==> src/rtl/rshifter_32_pipe_if.sv <==
// Streaming interface for the pipelined 32-bit right shifter: an input side
// (operand, shift amount, mode) and an output side (shifted word), each with
// its own valid/ready pair.
interface rshifter_32_pipe_if #(
  parameter int SHFT_LEN = 5
);
  logic                in_valid;
  logic                in_ready;
  logic [31:0]         x;
  logic [SHFT_LEN-1:0] shamt;
  logic                arith;
  logic                out_valid;
  logic                out_ready;
  logic [31:0]         z;

  // Producer/consumer side that talks to the shifter.
  modport master (
    output in_valid, x, shamt, arith, out_ready,
    input  in_ready, out_valid, z
  );

  // The shifter itself.
  modport slave (
    input  in_valid, x, shamt, arith, out_ready,
    output in_ready, out_valid, z
  );
endinterface

==> src/rtl/rshifter_32_pipe.sv <==
// Pipelined 32-bit right shifter (logical / arithmetic).
// One mux layer per shift-amount bit, each layer followed by a register
// stage. Stage i shifts by 2^i when its shamt bit is set. The fill bit is
// taken from the operand at the input and travels with the word, so it is
// never re-derived from already-shifted data. The whole pipe advances on a
// single global enable; during a stall nothing moves, bubbles included.
module rshifter_32_pipe #(
  parameter int SHFT_LEN = 5
) (
  input  logic             clk,
  input  logic             rst_n,
  rshifter_32_pipe_if.slave io
);

  logic adv_s;

  // Single-bit 2:1 mux cell used to build every layer.
  function automatic logic mux2_1b(input logic sel, input logic d0, input logic d1);
    logic r;
    if (sel) begin
      r = d1;
    end else begin
      r = d0;
    end
    return r;
  endfunction

  // The pipe moves whenever the output register is free or being drained.
  assign adv_s       = ~io.out_valid | io.out_ready;
  assign io.in_ready = adv_s;

  for (genvar i = 0; i < SHFT_LEN; i++) begin : g_stage
    // Remaining shamt bits seen by this stage; bit 0 selects this layer.
    logic [SHFT_LEN-1-i:0] rem_in_s;
    logic [31:0]           d_in_s;
    logic                  fill_in_s;
    logic                  valid_in_s;
    logic [31:0]           layer_s;
    logic [31:0]           data_r;
    logic                  valid_r;

    if (i == 0) begin : g_head
      assign d_in_s     = io.x;
      assign fill_in_s  = io.arith & io.x[31];
      assign valid_in_s = io.in_valid;
      assign rem_in_s   = io.shamt;
    end else begin : g_body
      assign d_in_s     = g_stage[i-1].data_r;
      assign fill_in_s  = g_stage[i-1].g_carry.fill_r;
      assign valid_in_s = g_stage[i-1].valid_r;
      assign rem_in_s   = g_stage[i-1].g_carry.rem_r;
    end

    // Mux layer: shift right by 2^i, bringing in the fill bit at the top.
    for (genvar k = 0; k < 32; k++) begin : g_bit
      if (k + (2 ** i) <= 31) begin : g_in
        assign layer_s[k] = mux2_1b(rem_in_s[0], d_in_s[k], d_in_s[k + (2 ** i)]);
      end else begin : g_fill
        assign layer_s[k] = mux2_1b(rem_in_s[0], d_in_s[k], fill_in_s);
      end
    end

    // Stage word and valid: load the layer output on advance, hold on stall.
    always_ff @(posedge clk or negedge rst_n) begin
      if (!rst_n) begin
        data_r  <= 32'd0;
        valid_r <= 1'b0;
      end else if (adv_s) begin
        data_r  <= layer_s;
        valid_r <= valid_in_s;
      end
    end

    // Every stage but the last also carries the fill bit and unused shamt bits.
    if (i < SHFT_LEN - 1) begin : g_carry
      logic                  fill_r;
      logic [SHFT_LEN-2-i:0] rem_r;

      // Sideband for later layers: fill bit and the shamt bits not yet consumed.
      always_ff @(posedge clk or negedge rst_n) begin
        if (!rst_n) begin
          fill_r <= 1'b0;
          rem_r  <= '0;
        end else if (adv_s) begin
          fill_r <= fill_in_s;
          rem_r  <= rem_in_s[SHFT_LEN-1-i:1];
        end
      end
    end
  end

  assign io.z         = g_stage[SHFT_LEN-1].data_r;
  assign io.out_valid = g_stage[SHFT_LEN-1].valid_r;

endmodule

==> src/flat_wrapper.sv <==
// flat-port wrapper written by rule: the top's interface ports become plain ports
module rshifter_32_pipe_flat 
#(
  parameter int SHFT_LEN = 5
)
  (clk, rst_n, io_in_valid, io_x, io_shamt, io_arith, io_out_ready, io_in_ready, io_out_valid, io_z);
  rshifter_32_pipe_if #(.SHFT_LEN(SHFT_LEN)) io_i ();
  input  logic clk;
  input  logic rst_n;
  input wire logic [$bits(io_i.in_valid)-1:0] io_in_valid;
  input wire logic [$bits(io_i.x)-1:0] io_x;
  input wire logic [$bits(io_i.shamt)-1:0] io_shamt;
  input wire logic [$bits(io_i.arith)-1:0] io_arith;
  input wire logic [$bits(io_i.out_ready)-1:0] io_out_ready;
  output wire logic [$bits(io_i.in_ready)-1:0] io_in_ready;
  output wire logic [$bits(io_i.out_valid)-1:0] io_out_valid;
  output wire logic [$bits(io_i.z)-1:0] io_z;
  assign io_i.in_valid = io_in_valid;
  assign io_i.x = io_x;
  assign io_i.shamt = io_shamt;
  assign io_i.arith = io_arith;
  assign io_i.out_ready = io_out_ready;
  assign io_in_ready = io_i.in_ready;
  assign io_out_valid = io_i.out_valid;
  assign io_z = io_i.z;
  rshifter_32_pipe #(.SHFT_LEN(SHFT_LEN)) u_core (.clk(clk), .rst_n(rst_n), .io(io_i));
endmodule
==> config.mk <==
export PLATFORM = sky130hd
export DESIGN_NAME = rshifter_32_pipe_flat
export DESIGN_NICKNAME = d
export VERILOG_FILES = /design/src/rtl/rshifter_32_pipe_if.sv /design/src/rtl/rshifter_32_pipe.sv /design/src/flat_wrapper.sv
export SDC_FILE = /design/constraint.sdc
export NUM_CORES = 1
export LEC_CHECK = 0
export ABC_CLOCK_PERIOD_IN_PS = 2700
export CORE_UTILIZATION = 60
export CTS_CLUSTER_SIZE = 20
export DETAILED_ROUTE_END_ITERATION = 10
export GPL_ROUTABILITY_DRIVEN = 1
export GPL_TIMING_DRIVEN = 0
export PLACE_DENSITY = 0.82
export SYNTH_ARGS = -nofsm -noshare
export SYNTH_HDL_FRONTEND = slang
export SYNTH_SLANG_ARGS = --single-unit
export TNS_END_PERCENT = 1
==> constraint.sdc <==
create_clock -name clk -period 2.7 [get_ports clk]
set_input_delay 0.405 -clock clk [delete_from_list [all_inputs] [get_ports clk]]
set_output_delay 0.405 -clock clk [all_outputs]
set_load 0.01 [all_outputs]
# Yosys cells after proc, flatten, opt, wreduce, memory -nomap -nowiden
# Cells that the tools add are included.
# classes
mux	160
bitwise_logic	3
# op_table
cell	n
$mux W1	160
$and A1 B1 Y1	1
$not A1 Y1	1
$or A1 B1 Y1	1
# word_totals
inputBits	42
elab_cells	181
regBits	179

# Longest topological paths before layout
# Gate-level depths: netlist of run 1.
# logic_depth
ltp_word	2
mapped_depth	5

# Least setup slack after synthesis of run 1
# OpenSTA, ideal clock, no wires.
# synth_timing
path_type	flip-flop to flip-flop
from	reg u_core.g_stage[4].valid_r, in the netlist u_core.io.out_valid
to	reg u_core.g_stage[0].g_carry.rem_r[3]
synth_period_minus_slack_ps	1359
n_path_buf	3
setup_slack_ps	1341
t_arrival_ps	1234
path_stages_with_launch	6
cell_sequence	dfrtp_1 -> nand2b_4 -> buf_6 -> buf_6 -> buf_6 -> mux2_4
# synth_between
elab_chain_cells	2
# synth_rtl
item	line	text
from (decl)	rshifter_32_pipe.sv:40	logic valid_r;
from (signal assigned)	rshifter_32_pipe.sv:70	valid_r <= valid_in_s;
$not A1 Y1	rshifter_32_pipe.sv:29	assign adv_s = ~io.out_valid | io.out_ready;
$or A1 B1 Y1	rshifter_32_pipe.sv:29	
to (signal assigned)	rshifter_32_pipe.sv:86	rem_r <= rem_in_s[SHFT_LEN-1-i:1];
to (decl)	rshifter_32_pipe.sv:77	logic [SHFT_LEN-2-i:0] rem_r;
# No other way between the ends.
# A chain may end at the register's enable or synchronous reset.

# Final worst setup path of run 1
# layout_timing
from	in io_out_ready
to	out io_in_ready
# layout_between
elab_chain_cells	1
# layout_rtl
item	line	text
from (decl)	flat_wrapper.sv:14	input wire logic [$bits(io_i.out_ready)-1:0] io_out_ready;
$or A1 B1 Y1	rshifter_32_pipe.sv:29	
to (decl)	flat_wrapper.sv:15	output wire logic [$bits(io_i.in_ready)-1:0] io_in_ready;
# No other way between the ends.

==> qor.csv, run 1 <==
metric,value,unit
status,"finished, violations left",
violations,design-rule violations,
mostFrequentLayoutCells,"230 x mux2_2, 179 x dfrtp_1, 100 x mux2_4",
r2r_slack,1.20,ns
arrival,1.97,ns
drt.antenna.violating_nets,0,
max_freq,422,MHz
crit_type,input pin to primary output,
die_y,125,µm
fin_crit,2.37,ns
yosysTopAreaCellShare,0.494,
place_congestion,0.782,
holdWs,0.401,ns
worst_ep_required_time,2.30,ns
n_antenna_cell,0,
gr-total-overflow,0,
grt_max_degree,116,
hold_violations,0,
seqCellArea,0.00448,mm²
drt_iter0_markers,241,
p_leak,4.79,nW
cts_inserted_buffers,17,
fin_nets,700,
via_per_inst,5.61,
vias,4788,
yosysSeqAreaShare,0.494,
track_usage,0.240,
setup_viol,0,
drive_gt1_frac,0.597,
critPathLaunchType,input pin,
hpwlAfterDp,12.2,mm
cts_tree,done,
grt_pass1_wl,28.6,mm
synthTopCellsByArea,"dfrtp_1 49%, mux2_2 29%, mux2_4 17%, buf_6 3.0%, buf_4 0.66%",
htreeDepth,4,
rr_startpoint,u_core.io.out_valid$_DFFE_PN0P_,
core,0.0146,mm²
rows,44,
final_common_cell,mux2_2,
port_buffers,74,
rsz0062_at_grt,false,
multi_input_area,0.00421,mm²
avgRoutedWirePerCell,20.2,µm
fin_skew,0.00727,ns
rr_worst_depth,5,
area_delta_synth_final,17.5,%
r2r-end,u_core.io.z[0]$_DFFE_PN0P_,
cts_root_buf,clkbuf_16,
fp.dieArea,0.0156,mm²
synth_nets,605,
io_pins,76,
timing.max_cap.violations,0,
ys_types,15,
endpoint_kind,primary output,
dpl.cell_count,822,
grt_pass1_vias,5382,
ir_drop,690,µV
whs_path_depth,3,
fp.dieW,125,µm
ys_ff_latch,179,
final_max_slew_viol_count,0,
cts_resized,0,
clock_latency,0.43,ns
syn_area,0.00906,mm²
min_to,u_core.g_stage[0].data_r[0]$_DFFE_PN0P_,
worstHoldStart,io_shamt[0],
post-route-drc-count,10,
worstMarginPinSlew,0.560,ns
yosysTopAreaCell,dfrtp_1,
powerDensity,1240,mW/mm²
synth_warnings,0,
fill_cells,936,
cts.sinks,179,
worst_slew_margin_rel,0.627,
clkTransAtPathRegs,0.06,ns
fin_cells,854,
max-clock-path-buffers,2,
cp_max_fo,10,
cp-startpoint,io_out_ready,
synth_cells,563,
dr.pass1.iters,9,
avgSynthCellArea,16.1,µm²
power.total,13.2,mW
antenna_found_initial,0,
hp-class,input pin to flip-flop,
setup_tns,0,ns
routed_wl,17.3,mm
initial_utilization,0.619,
fin_crit_sh,0.878,
-- worst max path at each step --
stage                                                endpoint  slack, ns  depth (start not counted)
3_5_place_dp                                      io_in_ready       0.30                          5
5_1_grt                                           io_in_ready       0.22                          5
4_1_cts                                           io_in_ready       0.30                          5
3_3_place_gp                       u_core.io.z[5]$_DFFE_PN0P_      -5.67                          1
6_report                                          io_in_ready       0.33                          5
2_1_floorplan  u_core.g_stage[0].g_carry.rem_r[3]$_DFFE_PN0P_       1.34                          5
-- cell usage after synthesis --
cell type and count:
buf_2 8, nand2_1 1, and3b_1 1, a31o_2 1, inv_1 1, mux2_2 230
nand2b_1 2, mux2_1 5, dfrtp_1 179, nand2b_4 1, mux2_4 100, mux2i_1 1
buf_4 8, buf_6 24, buf_1 1
-- logic make-up (layout without fill, tap and decap cells) --
group / count (synthesis) / in the layout / share of synthesized area
compound gates: 1 / 1 / 0.000967
buf+inv: 42 / 149 / 0.0417
flops: 179 / 179 / 0.494
mux: 336 / 336 / 0.459
simple gates: 5 / 5 / 0.00428
-- where the power goes --
part | internal [mW] | switching [mW]
Sequential | 3.93 | 0.994
Combinational | 3.92 | 1.94
Clock | 1.41 | 0.980
Total | 9.27 | 3.91
-- routing by layer --
| layer | vias to the layer above | global-route usage | part of all wire |
|---|---|---|---|
| met5 | - | 0 | 0 |
| met4 | 0 | 0.0739 | 0.012 |
| met3 | 20 | 0.0520 | 0.026 |
| met2 | 58 | 0.382 | 0.48 |
| met1 | 2497 | 0.332 | 0.48 |
| li1 | 2213 | - | - |
-- per-stage QoR --
step / setup WS (ns) / instance area [µm²] / utilization
5_1_grt: 0.219 / 10600 / 0.727
4_1_cts: 0.299 / 10600 / 0.727
2_1_floorplan: 1.34 / 9060 / -
6_report: 0.329 / 10600 / 0.727
3_5_place_dp: 0.304 / 10100 / 0.687
3_3_place_gp: -5.67 / 10000 / 0.685
-- repair_timing --
item                                    4_1_cts  5_1_grt
endpoints found under the setup margin        0        0
hold buffers                                  1        0
buffers inserted                              0        0
endpoints found under the hold margin        64        0
-- flip-flops by register name, indices dropped and copies added (netlist names) --
signal                         flops
u_core.io.z                       32
u_core.g_stage.valid_r             4
u_core.g_stage.g_carry.fill_r      4
u_core.io.out_valid                1
u_core.g_stage.g_carry.rem_r      10
u_core.g_stage.data_r            128
-- area by class of cell --
type	count	share of cell area
sequential	179	0.421
multi-input combinational	342	0.395
timing repair buffer	76	0.0736
clock buffer	28	0.0495
buffer	41	0.0351
tap	184	0.0216
clock inverter	3	0.00400
inverter	1	0.000353
-- worst max-delay path: stages --
cell and delay [ns]:
clkdlybuf4s50_1 0.47, nand2b_4 0.12, buf_6 0.13, buf_2 0.25, clkdlybuf4s50_1 0.58
(Power assumes the default switching activity.)
==> run 2: changes to the inputs <==
--- a/config.mk
+++ b/config.mk
@@ -5,7 +5,7 @@
 export SDC_FILE = /design/constraint.sdc
 export NUM_CORES = 1
 export LEC_CHECK = 0
-export ABC_CLOCK_PERIOD_IN_PS = 2700
+export ABC_CLOCK_PERIOD_IN_PS = 2800
 export CORE_UTILIZATION = 60
 export CTS_CLUSTER_SIZE = 20
 export DETAILED_ROUTE_END_ITERATION = 10
==> constraint.sdc (replaced) <==
create_clock -name clk -period 2.8 [get_ports clk]
set_input_delay 0.42 -clock clk [delete_from_list [all_inputs] [get_ports clk]]
set_output_delay 0.42 -clock clk [all_outputs]
set_load 0.01 [all_outputs]
==> results of run 2 <==
The final DEF is identical to that of run 1. Status: finished, violations left: design-rule violations.
Main changes from that run: setup slack after placement 0.304 ns -> 0.374 ns; setup slack after layout 0.329 ns -> 0.399 ns; hold slack 0.401 ns -> 0.416 ns; register-to-register setup slack 1.20 ns -> 1.30 ns; total power 13.2 mW -> 12.7 mW; worst IR drop on VDD 690 µV -> 665 µV
